==> src/rtl/voice_allocator_pkg.sv <==
// Shared constants and FSM encoding for the voice allocator slice.
package voice_allocator_pkg;

  localparam int DEF_NUM_VOICES = 4;
  localparam int DEF_NOTE_W     = 5;
  localparam int DEF_AGE_W      = 4;

  // Note code 0 is reserved: a voice holding it is silent.
  localparam logic [DEF_NOTE_W-1:0] NOTE_SILENCE = '0;

  typedef enum logic {
    ST_IDLE   = 1'b0,
    ST_SEARCH = 1'b1
  } state_t;

endpackage

==> src/rtl/voice_allocator_if.sv <==
// Note-event handshake between key decode (master) and the voice allocator (slave).
interface voice_allocator_if #(
  parameter int NOTE_W = voice_allocator_pkg::DEF_NOTE_W
);

  logic              ev_valid;
  logic              ev_ready;
  logic              ev_on;
  logic [NOTE_W-1:0] ev_note;

  modport master (
    output ev_valid,
    output ev_on,
    output ev_note,
    input  ev_ready
  );

  modport slave (
    input  ev_valid,
    input  ev_on,
    input  ev_note,
    output ev_ready
  );

endinterface

==> src/rtl/voice_select.sv <==
// Combinational voice lookup: note match, lowest free voice and steal victim.
module voice_select
  import voice_allocator_pkg::*;
#(
  parameter int NUM_VOICES = DEF_NUM_VOICES,
  parameter int NOTE_W     = DEF_NOTE_W,
  parameter int AGE_W      = DEF_AGE_W,
  parameter int IDX_W      = $clog2(NUM_VOICES)
) (
  input  logic [NUM_VOICES-1:0][NOTE_W-1:0] notes,
  input  logic [NUM_VOICES-1:0]             active,
  input  logic [NUM_VOICES-1:0]             held,
  input  logic [NUM_VOICES-1:0][AGE_W-1:0]  ages,
  input  logic [NOTE_W-1:0]                 ev_note,
  output logic                              match_hit,
  output logic [IDX_W-1:0]                  match_idx,
  output logic                              free_hit,
  output logic [IDX_W-1:0]                  free_idx,
  output logic [IDX_W-1:0]                  victim_idx
);

  logic             any_held;
  logic             victim_found;
  logic [AGE_W-1:0] best_age;

  // NOTE: combinational blocks use blocking '=' and give every output a default
  // first, so no path leaves a variable unassigned (which would infer a latch).
  always_comb begin
    match_hit = 1'b0;
    match_idx = '0;
    free_hit  = 1'b0;
    free_idx  = '0;
    for (int i = 0; i < NUM_VOICES; i++) begin
      if (!match_hit && active[i] && (notes[i] == ev_note)) begin
        match_hit = 1'b1;
        match_idx = IDX_W'(i);
      end
      if (!free_hit && !active[i]) begin
        free_hit = 1'b1;
        free_idx = IDX_W'(i);
      end
    end
  end

  // Held voices are sacrificed before any still-keyed voice; strict '>' keeps
  // the lowest index on an age tie.
  always_comb begin
    any_held     = |held;
    victim_found = 1'b0;
    best_age     = '0;
    victim_idx   = '0;
    for (int i = 0; i < NUM_VOICES; i++) begin
      if ((!any_held || held[i]) && (!victim_found || (ages[i] > best_age))) begin
        victim_found = 1'b1;
        best_age     = ages[i];
        victim_idx   = IDX_W'(i);
      end
    end
  end

endmodule

==> src/rtl/voice_allocator.sv <==
// Assigns note events to tone-generator voices with retrigger, free-slot and
// steal policies, plus sustain-pedal hold and release.
module voice_allocator
  import voice_allocator_pkg::*;
#(
  parameter int NUM_VOICES = DEF_NUM_VOICES,
  parameter int NOTE_W     = DEF_NOTE_W,
  parameter int AGE_W      = DEF_AGE_W
) (
  input  logic                         clock,
  input  logic                         reset,
  voice_allocator_if.slave             ev,
  input  logic                         sustain,
  output logic [NUM_VOICES*NOTE_W-1:0] voice_note,
  output logic [NUM_VOICES-1:0]        voice_active,
  output logic [NUM_VOICES-1:0]        voice_held,
  output logic                         steal
);

  localparam int               IDX_W   = $clog2(NUM_VOICES);
  localparam logic [AGE_W-1:0] AGE_MAX = '1;

  state_t                            state;
  logic                              ready_q;
  logic                              on_q;
  logic [NOTE_W-1:0]                 note_q;
  logic                              sus_q;
  logic                              sus_prev;
  logic [NUM_VOICES-1:0][NOTE_W-1:0] notes;
  logic [NUM_VOICES-1:0]             active;
  logic [NUM_VOICES-1:0]             held;
  logic [NUM_VOICES-1:0][AGE_W-1:0]  ages;
  logic                              steal_q;

  logic                              match_hit;
  logic [IDX_W-1:0]                  match_idx;
  logic                              free_hit;
  logic [IDX_W-1:0]                  free_idx;
  logic [IDX_W-1:0]                  victim_idx;

  logic [NUM_VOICES-1:0][NOTE_W-1:0] n_notes;
  logic [NUM_VOICES-1:0]             n_active;
  logic [NUM_VOICES-1:0]             n_held;
  logic [NUM_VOICES-1:0][AGE_W-1:0]  n_ages;
  logic                              n_steal;
  logic [IDX_W-1:0]                  wr_idx;
  logic                              release_edge;

  voice_select #(
    .NUM_VOICES (NUM_VOICES),
    .NOTE_W     (NOTE_W),
    .AGE_W      (AGE_W),
    .IDX_W      (IDX_W)
  ) u_select (
    .notes      (notes),
    .active     (active),
    .held       (held),
    .ages       (ages),
    .ev_note    (note_q),
    .match_hit  (match_hit),
    .match_idx  (match_idx),
    .free_hit   (free_hit),
    .free_idx   (free_idx),
    .victim_idx (victim_idx)
  );

  assign release_edge = sus_prev & ~sustain;

  // Commit of the pending event first, then the pedal release, so a note-off
  // held in the release cycle is still freed.
  always_comb begin
    n_notes  = notes;
    n_active = active;
    n_held   = held;
    n_ages   = ages;
    n_steal  = 1'b0;
    wr_idx   = '0;

    if ((state == ST_SEARCH) && (note_q != NOTE_W'(NOTE_SILENCE))) begin
      if (on_q) begin
        if (match_hit) begin
          wr_idx = match_idx;
        end else if (free_hit) begin
          wr_idx = free_idx;
        end else begin
          wr_idx  = victim_idx;
          n_steal = 1'b1;
        end
        n_notes[wr_idx]  = note_q;
        n_active[wr_idx] = 1'b1;
        n_held[wr_idx]   = 1'b0;
        n_ages[wr_idx]   = '0;
        for (int i = 0; i < NUM_VOICES; i++) begin
          if (active[i] && (IDX_W'(i) != wr_idx) && (ages[i] != AGE_MAX)) begin
            n_ages[i] = ages[i] + 1'b1;
          end
        end
      end else if (match_hit) begin
        if (sus_q) begin
          n_held[match_idx] = 1'b1;
        end else begin
          n_notes[match_idx]  = NOTE_W'(NOTE_SILENCE);
          n_active[match_idx] = 1'b0;
          n_held[match_idx]   = 1'b0;
          n_ages[match_idx]   = '0;
        end
      end
    end

    if (release_edge) begin
      for (int i = 0; i < NUM_VOICES; i++) begin
        if (n_held[i]) begin
          n_notes[i]  = NOTE_W'(NOTE_SILENCE);
          n_active[i] = 1'b0;
          n_held[i]   = 1'b0;
          n_ages[i]   = '0;
        end
      end
    end
  end

  // NOTE: all state is in flops (no RAM), so every register is reset and
  // written only with non-blocking '<=' to avoid ordering races between blocks.
  always_ff @(posedge clock) begin
    if (reset) begin
      state    <= ST_IDLE;
      ready_q  <= 1'b1;
      on_q     <= 1'b0;
      note_q   <= '0;
      sus_q    <= 1'b0;
      sus_prev <= 1'b0;
      notes    <= '0;
      active   <= '0;
      held     <= '0;
      ages     <= '0;
      steal_q  <= 1'b0;
    end else begin
      sus_prev <= sustain;
      notes    <= n_notes;
      active   <= n_active;
      held     <= n_held;
      ages     <= n_ages;
      steal_q  <= n_steal;
      case (state)
        ST_IDLE: begin
          if (ev.ev_valid && ready_q) begin
            on_q    <= ev.ev_on;
            note_q  <= ev.ev_note;
            sus_q   <= sustain;
            ready_q <= 1'b0;
            state   <= ST_SEARCH;
          end
        end
        ST_SEARCH: begin
          ready_q <= 1'b1;
          state   <= ST_IDLE;
        end
        default: begin
          ready_q <= 1'b1;
          state   <= ST_IDLE;
        end
      endcase
    end
  end

  assign ev.ev_ready   = ready_q;
  assign voice_note    = notes;
  assign voice_active  = active;
  assign voice_held    = held;
  assign steal         = steal_q;

endmodule

==> src/flat_wrapper.sv <==
// flat-port wrapper written by rule: the top's interface ports become plain ports
module voice_allocator_flat import voice_allocator_pkg::*;
#(
  parameter int NUM_VOICES = DEF_NUM_VOICES,
  parameter int NOTE_W     = DEF_NOTE_W,
  parameter int AGE_W      = DEF_AGE_W
)
  (clock, reset, sustain, voice_note, voice_active, voice_held, steal, ev_ev_valid, ev_ev_on, ev_ev_note, ev_ev_ready);
  voice_allocator_if #(.NOTE_W(NOTE_W)) ev_i ();
  input  logic clock;
  input  logic reset;
  input  logic sustain;
  output logic [NUM_VOICES*NOTE_W-1:0] voice_note;
  output logic [NUM_VOICES-1:0] voice_active;
  output logic [NUM_VOICES-1:0] voice_held;
  output logic steal;
  input wire logic [$bits(ev_i.ev_valid)-1:0] ev_ev_valid;
  input wire logic [$bits(ev_i.ev_on)-1:0] ev_ev_on;
  input wire logic [$bits(ev_i.ev_note)-1:0] ev_ev_note;
  output wire logic [$bits(ev_i.ev_ready)-1:0] ev_ev_ready;
  assign ev_i.ev_valid = ev_ev_valid;
  assign ev_i.ev_on = ev_ev_on;
  assign ev_i.ev_note = ev_ev_note;
  assign ev_ev_ready = ev_i.ev_ready;
  voice_allocator #(.NUM_VOICES(NUM_VOICES), .NOTE_W(NOTE_W), .AGE_W(AGE_W)) u_core (.clock(clock), .reset(reset), .ev(ev_i), .sustain(sustain), .voice_note(voice_note), .voice_active(voice_active), .voice_held(voice_held), .steal(steal));
endmodule
==> config.mk <==
export PLATFORM = sky130hd
export DESIGN_NAME = voice_allocator_flat
export DESIGN_NICKNAME = d
export VERILOG_FILES = /design/src/rtl/voice_allocator_pkg.sv /design/src/rtl/voice_allocator_if.sv /design/src/rtl/voice_select.sv /design/src/rtl/voice_allocator.sv /design/src/flat_wrapper.sv
export SDC_FILE = /design/constraint.sdc
export NUM_CORES = 1
export LEC_CHECK = 0
export ABC_AREA = 1
export ABC_CLOCK_PERIOD_IN_PS = 5500
export BUFFER_PORTS_ARGS = -buffer_cell sky130_fd_sc_hd__buf_2
export CAP_MARGIN = 10
export CORE_ASPECT_RATIO = 1.2
export CORE_UTILIZATION = 41
export DETAILED_ROUTE_END_ITERATION = 6
export PLACE_DENSITY = 0.66
export RECOVER_POWER = 50
export SLEW_MARGIN = 20
export SYNTH_ARGS = -nofsm -noshare
export SYNTH_HDL_FRONTEND = slang
export SYNTH_SLANG_ARGS = --single-unit
export TNS_END_PERCENT = 10
==> constraint.sdc <==
create_clock -name clock -period 5.5 [get_ports clock]
set_clock_uncertainty 0.2 [all_clocks]
set_input_delay 0.55 -clock clock [delete_from_list [all_inputs] [get_ports clock]]
set_output_delay 0.55 -clock clock [all_outputs]
set_load 0.01 [all_outputs]
==> results of run 1 <==
[logic make-up (layout without fill, tap and decap cells)]
group | after synthesis | after routing
DFF | 55 | 55
AOI/OAI and AO/OA | 99 | 99
buffers and inverters | 101 | 145
and+or+nand+nor | 331 | 331
xor gates and xnor gates | 10 | 10
adders and majority gates | 16 | 16
[routing by layer]
layer / routed length (um) / share of wire [%]
met5: 0 / 0
met4: 408 / 3.6
met3: 472 / 4.1
met2: 5680 / 50
met1: 4880 / 43
[cell usage in the layout (no fill, tap or decap), types with 2 or more instances in the layout]
cell type,n
dfxtp_1,55
a21oi_1,24
inv_1,83
o22ai_1,7
nand3_2,8
nand2_2,9
clkbuf_8,5
o211ai_1,4
o21ai_1,8
inv_6,2
nor2_2,6
nand2_1,145
nand3_1,60
xor2_1,9
buf_2,8
nor2_1,81
nand2_4,5
clkbuf_1,31
ha_1,16
o311ai_0,2
a21oi_2,4
buf_4,8
o21ai_2,5
inv_2,5
clkinv_2,2
o21ai_0,39
nand4_1,9
nor3_1,4
a31oi_1,3
nand3_4,2
[stage by stage]
| step | hold slack (ns) | worst slack [ns] |
|---|---|---|
| 2_1_floorplan | 0.232 | 1.09 |
| 3_3_place_gp | 0.280 | 0.402 |
| 3_5_place_dp | 0.281 | 0.275 |
| 4_1_cts | 0.208 | 0.234 |
| 5_1_grt | 0.273 | 0.0482 |
| 6_report | 0.248 | 0.558 |
[final cells by class]
type                            count  area, um^2  share of cell area (%)
Sequential cell                    55        1100                    25.6
Inverter                           89         335                    7.81
Tap cell                          120         150                    3.50
Clock buffer                        5        68.8                    1.60
Timing Repair Buffer               48         236                    5.51
Clock inverter                      3        22.5                   0.524
Multi-Input combinational cell    456        2380                    55.4
[tightest hold or removal path, stage by stage]
cell and delay (ns):
buf_2 0.08, o21ai_0 0.08, inv_1 0.05
[power by group through the flow]
stage,combinational [W],clock [W],sequential (W)
global route,0.000313,0.000262,0.000433
detailed placement,0.000260,0,0.000439
CTS,0.000261,0.000247,0.000430
floorplan,0.000206,0,0.000433
global placement,0.000251,0,0.000439
finish,0.000272,0.000245,0.000431
[sequential cells by signal (all words and copies together) (netlist names), 4 cells and up]
| signal | flops |
|---|---|
| u_core.voice_active | 4 |
| u_core.note_q | 5 |
| u_core.voice_held | 4 |
| u_core.ages | 16 |
| u_core.voice_note | 20 |
[worst min-delay path by stage]
| stage | from | to | slack [ns] | cells after the start |
|---|---|---|---|---|
| after floorplan | u_core.state | u_core.ev.ev_ready | 0.23 | 2 |
| after CTS | reset | u_core.state | 0.21 | 2 |
| after global placement | u_core.state | u_core.ev.ev_ready | 0.28 | 2 |
| after detailed placement | u_core.state | u_core.ev.ev_ready | 0.28 | 2 |
| final | ev_ev_on | u_core.on_q | 0.25 | 3 |
| after global routing | ev_ev_on | u_core.on_q | 0.27 | 3 |
[timing repair]
item,CTS,global route
buffers inserted,0,8
setup endpoints to repair,0,44
gates resized for setup,0,10
hold endpoints to repair,0,0
==> impl_metrics.csv, run 1 <==
group,metric,value,unit
routing,drc_errors,0,
floorplanning,io_pins,40,
worst_setup_path,cp_num_buf_inv,5,
worst_setup_path,crit_start,"u_core.voice_held[0]",
yosys,synth_fp_nets,638,
pwr,combPwrFrac,28.7,%
timing,fmax,202,MHz
pwr,p_seq_share,45.5,%
final_layout,final_util,47.3,%
yosys,yosysTopAreaCellShare,28.5,%
clocking,clk_latency,0.33,ns
routing,avgViaCountPerCell,5.36,
global_route,grtUsageTotal,24.0,%
timing,final-setup-viol-count,0,
timing,slew-limit-headroom,44.3,%
clocking,cts.clk_slew.worst_paths,0.11,ns
final_layout,antenna_cells,0,
global_route,grt_overflow,0,
timing,slew_viol_final,0,
timing,post-route-period-util,89.9,%
yosys,synthSimpleGateAreaFrac,38.5,%
placed_design,dp.cells,760,
floorplanning,die_area,9810,um^2
final_layout,fin_area,4300,um^2
yosys,yosys.area.top_type,"dfxtp_1",
worst_setup_path,worstPathMaxFanout,10,
floorplanning,core_area,9080,um^2
yosys,synth-seq-cells,55,
yosys,ys.flop_type,"dfxtp_1",
worst_setup_path,rr_worst_depth,43,
floorplanning,die_w,90.6,um
floorplanning,initial_utilization,42.5,%
global_route,grt_pass1_vias,3890,
worst_setup_path,cp.arrival,4.97,ns
yosys,syn-cell-area,3860,um^2
pwr,p_int,0.000597,W
timing,tightest_slew,0.834,ns
worst_setup_path,endpoint,"u_core.voice_note[7]",
yosys,synth.yosys.seq_area_share,28.5,%
timing,layout_min_cycle_time,4.94,ns
yosys,synth.area.top_cells,"dfxtp_1 (29%), nand2_1 (14%), inv_1 (8.2%)",
worst_setup_path,critPathLaunchType,"flop",
run_status,status,"complete, no violations",
global_route,grt.met1_usage,27.4,%
worst_setup_path,critPathTopFamily,"simple AND/OR/NAND/NOR gates",
yosys,async_flop_share,0,%
placed_design,detailed_place_hpwl,8.67,mm
clocking,cts_buffers,5,
clocking,tritoncts,"done",
clocking,cts_sinks,55,
placed_design,place_area,4140,um^2
global_route,grt_pass1_wl,18.5,mm
yosys,synthXorXnorAreaFrac,2.27,%
yosys,syn-instance-count,612,
clocking,cts_hold_buffers,0,
worst_setup_path,worstSetupEndpointType,"flop",
pwr,p_total,0.000948,W
worst_setup_path,crit_path_max_incr_delay,0.37,ns
pwr,vdd_drop_max,0.127,mV
yosys,synth_warnings,0,
timing,final-hold-violation-count,0,
flow_run,drv_cap,0,
routing,drt_iter0_markers,272,
global_route,grt_busiest_layer,"met2",
global_route,grt_max_degree,27,
yosys,synth_top_family_by_area,"simple AND/OR/NAND/NOR gates",
floorplanning,fp.dieH,108,um
min_path,worstHoldPathType,"in -> reg",
yosys,synth-adder-area-share,5.18,%
global_route,grt_use_met2,43.5,%
yosys,yosys.cell_count.top_type,"nand2_1",
worst_setup_path,worstPathRequired,5.53,ns
routing,wirelength,11.4,mm
placed_design,gp_congestion,0.911,
routing,via_count,4159,
worst_setup_path,r2r_start,"u_core.voice_held[0]",
final_layout,layout-drive-gt1-share,11.1,%
yosys,synth_cell_types,34,
final_layout,area.growth.synth_to_final,11.2,%
yosys,ys_top_cells_by_count,"nand2_1 (146), inv_1 (84), nor2_1 (82)",
yosys,synth_compound_area_share,15.0,%
worst_setup_path,rrSetupSlack,0.56,ns
global_route,gr-usage-met3,3.16,%
routing,ant_nets,0,
worst_setup_path,critical_path_class,"reg -> reg",
clocking,htreeDepth,2,
pwr,p_sw_share,37.0,%
timing,rsz0062_at_grt,"false",
routing,firstDrtPassIters,6,
clocking,clock_path_buffers,2,
routing,wl_per_cell,14.7,um
timing,fin_setup_tns,0,ns
yosys,synth.area.mux_share,0,%
floorplanning,num_rows,38,
pwr,clkPwrFrac,25.8,%
pwr,p_sw,0.000351,W
global_route,antenna_found_initial,0,
pwr,p_per_area,221,nW/um^2
final_layout,layout.nets,681,
clocking,root_buffer,"clkbuf_8",
yosys,synth_edf_count,0,
worst_setup_path,r2r_end,"u_core.voice_note[7]",
final_layout,fill_cells,951,
placed_design,portBuffers,39,
worst_setup_path,worst_path_most_repeated_cell,"nand2_1",
yosys,avgSynthCellArea,6.31,um^2
worst_setup_path,crit_slowest_cell,"dfxtp_1",
final_layout,finalNonFillerCells,776,
worst_setup_path,crit_cells,43,
pwr,leakage,1.91,nW
Note: power is estimated with default switching activity, not from simulation.
==> run 2, diff against run 1 <==
CORE_UTILIZATION = 55   (was 41)
PLACE_DENSITY = 0.82   (was 0.66)
SKIP_CTS_REPAIR_TIMING = 1   (was not set)
==> run 2 against run 1 <==
Largest cell class unchanged. Highest routed layer unchanged. Critical path depth is 1 lower. Critical path type unchanged. Setup slack better by 0.026 ns. Global-route usage is 5.7 points higher. Largest power group unchanged.
==> impl_metrics.csv, run 2 (synthesis gave the netlist of run 1 again) <==
group,metric,value,unit
run_status,status,"complete, no violations",
worst_setup_path,worst_path_most_repeated_cell,"nand2_1",
flow_run,drv_cap,0,
worst_setup_path,crit_slowest_cell,"dfxtp_1",
pwr,vdd_drop_max,0.160,mV
final_layout,final_cell_mix,"nand2_1 (145), inv_1 (83), nor2_1 (79)",
timing,layout_min_cycle_time,4.92,ns
routing,firstDrtPassIters,5,
timing,final-setup-viol-count,0,
final_layout,fill_cells,651,
floorplanning,die_w,78.5,um
worst_setup_path,worstPathRequired,5.52,ns
routing,drc_errors,0,
routing,wirelength,10.8,mm
global_route,grt_pass1_vias,3914,
timing,slew-limit-headroom,41.4,%
clocking,cts.clk_slew.worst_paths,0.11,ns
worst_setup_path,cp.arrival,4.94,ns
pwr,p_total,0.000978,W
floorplanning,die_area,7360,um^2
placed_design,gp_congestion,0.954,
global_route,grt_pass1_wl,17.3,mm
placed_design,place_area,4100,um^2
clocking,clock_path_buffers,2,
clocking,root_buffer,"clkbuf_8",
worst_setup_path,critPathLaunchType,"flop",
global_route,grtUsageTotal,29.7,%
routing,drt_iter0_markers,400,
placed_design,portBuffers,39,
worst_setup_path,worstSetupEndpointType,"flop",
routing,via_count,4215,
timing,tightest_slew,0.879,ns
timing,post-route-period-util,89.4,%
min_path,worstHoldPathType,"in -> reg",
pwr,leakage,1.89,nW
final_layout,layout.nets,677,
worst_setup_path,worstPathMaxFanout,15,
final_layout,area.growth.synth_to_final,9.65,%
timing,rsz0062_at_grt,"false",
timing,postLayoutSetupSlackWorst,0.584,ns
floorplanning,core_area,6810,um^2
routing,wl_per_cell,14.6,um
floorplanning,fp.dieH,93.8,um
final_layout,antenna_cells,0,
routing,avgViaCountPerCell,5.70,
clocking,htreeDepth,2,
timing,final-hold-violation-count,0,
floorplanning,num_rows,33,
clocking,cts_buffers,5,
placed_design,place_ws,0.300,ns
clocking,cts_sinks,55,
global_route,grt_overflow,0,
final_layout,fin_area,4240,um^2
timing,slew_viol_final,0,
timing,fin_setup_tns,0,ns
final_layout,largest_reg_flops,20,
clocking,tritoncts,"done",
global_route,grt_max_degree,27,
timing,fmax,203,MHz
floorplanning,io_pins,40,
routing,ant_nets,0,
worst_setup_path,critical_path_class,"reg -> reg",
floorplanning,initial_utilization,56.7,%
final_layout,layout-drive-gt1-share,10.9,%
final_layout,final_common_cell,"nand2_1",
final_layout,final_util,62.2,%
placed_design,detailed_place_hpwl,7.95,mm
clocking,clk_latency,0.32,ns
pwr,p_per_area,231,nW/um^2
worst_setup_path,crit_path_max_incr_delay,0.36,ns
global_route,antenna_found_initial,0,
run 2: area by class of cell:
cell class / instances / area [um^2] / area share (%)
clock buffer: 6 / 72.6 / 1.71
clock inverter: 2 / 38.8 / 0.916
inverter: 89 / 335 / 7.92
multi-input combinational: 456 / 2380 / 56.2
sequential: 55 / 1100 / 26.0
tap: 87 / 109 / 2.57
timing repair buffer: 44 / 196 / 4.64
run 2: report_power, final:
part	switching, W	internal, W
combinational	0.000174	0.0000939
sequential	0.0000195	0.000410
clock	0.000142	0.000138
total	0.000336	0.000642
run 2: through the flow:
stage               cells  hold WS [ns]
floorplan             612         0.232
global placement      727         0.262
detailed placement    727         0.285
CTS                   735         0.228
global route          739         0.265
finish                739         0.255
run 2: path summary, 6_finish.rpt:
| kind | start | end | slack [ns] | cells past startpoint |
|---|---|---|---|---|
| max | u_core.voice_held[2] | u_core.voice_note[9] | 0.58 | 42 |
| max reg2reg | u_core.voice_held[2] | u_core.voice_note[9] | 0.58 | 42 |
| min reg2reg | u_core.state | u_core.ev.ev_ready | 0.31 | 2 |
| min | sustain | u_core.sus_prev | 0.26 | 3 |
run 2: worst max-delay path, delay by kind of cell (launching register included):
family	cells	cell delay, ns
and+or+nand+nor	32	2.67
adders and majority gates	3	0.86
AOI/OAI and AO/OA	3	0.48
DFF	1	0.36
buffers and inverters	4	0.24
run 2: layer usage:
metal / global-route usage [%] / up-vias / routed length (um)
li1: - / 2058 / -
met1: 33.7 / 1945 / 4420
met2: 54.5 / 178 / 5460
met3: 3.11 / 34 / 572
met4: 14.8 / 0 / 308
met5: 0 / - / 0
==> run 3, diff against run 2 <==
BUFFER_PORTS_ARGS = -buffer_cell sky130_fd_sc_hd__buf_4   (was -buffer_cell sky130_fd_sc_hd__buf_2)
==> run 3 against run 2 <==
Clock power fell by 14%. Count of clock-buffer cells in the layout is the same. Global-route usage up 0.14 points. Sequential power about the same. Combinational power increased by 2%. Final cell count up 0.27%. Non-clock buffer count up 2. Sequential cell count is the same. Design area grew 0.71%. Total power decreased by 3.4%. Sequential share of layout area is 0.18 points lower. Setup slack lost 0.11 ns.
==> impl_metrics.csv, run 3 (synthesis gave the netlist of run 1 again) <==
group,metric,value,unit
run_status,status,"complete, no violations",
worst_setup_path,cp.arrival,5.07,ns
worst_setup_path,critPathLaunchType,"flop",
worst_setup_path,worstPathRequired,5.54,ns
timing,final-setup-viol-count,0,
pwr,p_seq_share,45.5,%
final_layout,fin_area,4270,um^2
routing,firstDrtPassIters,5,
pwr,p_sw,0.000336,W
routing,drt_iter0_markers,380,
worst_setup_path,worst_path_most_repeated_cell,"nand2_1",
placed_design,place_ws,0.323,ns
routing,via_count,4263,
floorplanning,die_w,78.5,um
pwr,leakage,1.91,nW
timing,post-route-period-util,91.4,%
global_route,grt_pass1_vias,3822,
final_layout,area.growth.synth_to_final,10.4,%
global_route,grtUsageTotal,29.9,%
pwr,p_int,0.000608,W
clocking,clock_path_buffers,2,
final_layout,largest_reg_flops,20,
final_layout,antenna_cells,0,
floorplanning,die_area,7360,um^2
pwr,combPwrFrac,28.9,%
floorplanning,fp.dieH,93.8,um
worst_setup_path,worstSetupEndpointType,"flop",
placed_design,detailed_place_hpwl,7.96,mm
pwr,p_sw_share,35.6,%
pwr,p_total,0.000945,W
pwr,p_per_area,221,nW/um^2
floorplanning,initial_utilization,56.7,%
global_route,grt_pass1_wl,17.4,mm
timing,slew-limit-headroom,40.0,%
floorplanning,num_rows,33,
min_path,worstHoldPathType,"in -> reg",
placed_design,place_area,4200,um^2
placed_design,portBuffers,39,
final_layout,final_cell_mix,"nand2_1 (145), inv_1 (83), nor2_1 (82)",
final_layout,layout-drive-gt1-share,10.6,%
global_route,grt_overflow,0,
clocking,htreeDepth,2,
timing,postLayoutSetupSlackWorst,0.474,ns
clocking,clk_latency,0.31,ns
clocking,cts_buffers,5,
final_layout,fill_cells,661,
routing,drc_errors,0,
final_layout,final_common_cell,"nand2_1",
clocking,root_buffer,"clkbuf_8",
global_route,antenna_found_initial,0,
routing,ant_nets,0,
timing,slew_viol_final,0,
worst_setup_path,critical_path_class,"reg -> reg",
global_route,grt_max_degree,27,
floorplanning,io_pins,40,
routing,wl_per_cell,14.7,um
timing,fmax,199,MHz
clocking,cts_sinks,55,
placed_design,gp_congestion,0.996,
pwr,clkPwrFrac,25.6,%
worst_setup_path,crit_path_max_incr_delay,0.37,ns
timing,final-hold-violation-count,0,
timing,layout_min_cycle_time,5.03,ns
routing,avgViaCountPerCell,5.75,
floorplanning,core_area,6810,um^2
clocking,cts.clk_slew.worst_paths,0.10,ns
routing,wirelength,10.9,mm
worst_setup_path,crit_slowest_cell,"dfxtp_1",
pwr,vdd_drop_max,0.157,mV
worst_setup_path,worstPathMaxFanout,10,
timing,tightest_slew,0.898,ns
final_layout,layout.nets,679,
flow_run,drv_cap,0,
clocking,tritoncts,"done",
run 3: changes by cell type in the layout (fill, tap and decap cells not counted), sizes merged:
cell	before	now
clkbuf	35	38
buf	15	14
bufinv	1	0
clkinv	1	2
clkinvlp	0	1
inv	89	88
run 3: layout make-up:
cell class	instances	area (um^2)	area share, %
clock inverters	2	16.3	0.381
flip-flops and latches	55	1100	25.8
clock buffers	6	82.6	1.94
multi-input cells	456	2380	55.8
well taps	87	109	2.55
repair buffers	46	241	5.66
inverters	89	335	7.86
run 3: worst max-delay path, delay by kind of cell (launching register included):
family / cells / cell delay, ns
DFF: 1 / 0.37
AOI/OAI and AO/OA: 4 / 0.45
and+or+nand+nor: 32 / 2.71
adders and majority gates: 3 / 0.94
buffers and inverters: 4 / 0.26
run 3: per-layer routing:
metal | track usage, % | vias up | part of all wire, % | wire (um)
li1 | - | 2072 | - | -
met1 | 34.8 | 1946 | 39 | 4260
met2 | 54.1 | 205 | 51 | 5520
met3 | 3.40 | 40 | 6.9 | 754
met4 | 13.6 | 0 | 3.0 | 327
met5 | 0 | - | 0 | 0
run 3: metrics by stage:
stage          util [%]  instances  hold WS [ns]  TNS, ns
3_3_place_gp       61.6        727         0.270        0
5_1_grt            62.6        741         0.269   -0.357
2_1_floorplan         -        612         0.232        0
6_report           62.6        741         0.261        0
3_5_place_dp       61.6        727         0.289        0
4_1_cts            63.0        735         0.213        0
run 3: power groups by stage:
| stage | Sequential (W) | Combinational (W) | Clock [W] |
|---|---|---|---|
| 2_1_floorplan | 0.000433 | 0.000206 | 0 |
| 3_3_place_gp | 0.000438 | 0.000250 | 0 |
| 3_5_place_dp | 0.000438 | 0.000263 | 0 |
| 4_1_cts | 0.000429 | 0.000264 | 0.000248 |
| 5_1_grt | 0.000432 | 0.000318 | 0.000261 |
| 6_report | 0.000430 | 0.000273 | 0.000242 |
run 3: path summary, 6_finish.rpt:
check / from / endpoint / slack (ns) / depth (start not counted)
setup reg to reg: u_core.voice_held[0] / u_core.voice_note[15] / 0.47 / 43
hold / removal: ev_ev_on / u_core.on_q / 0.26 / 3
setup / recovery: u_core.voice_held[0] / u_core.voice_note[15] / 0.47 / 43
hold reg to reg: u_core.state / u_core.ev.ev_ready / 0.31 / 2
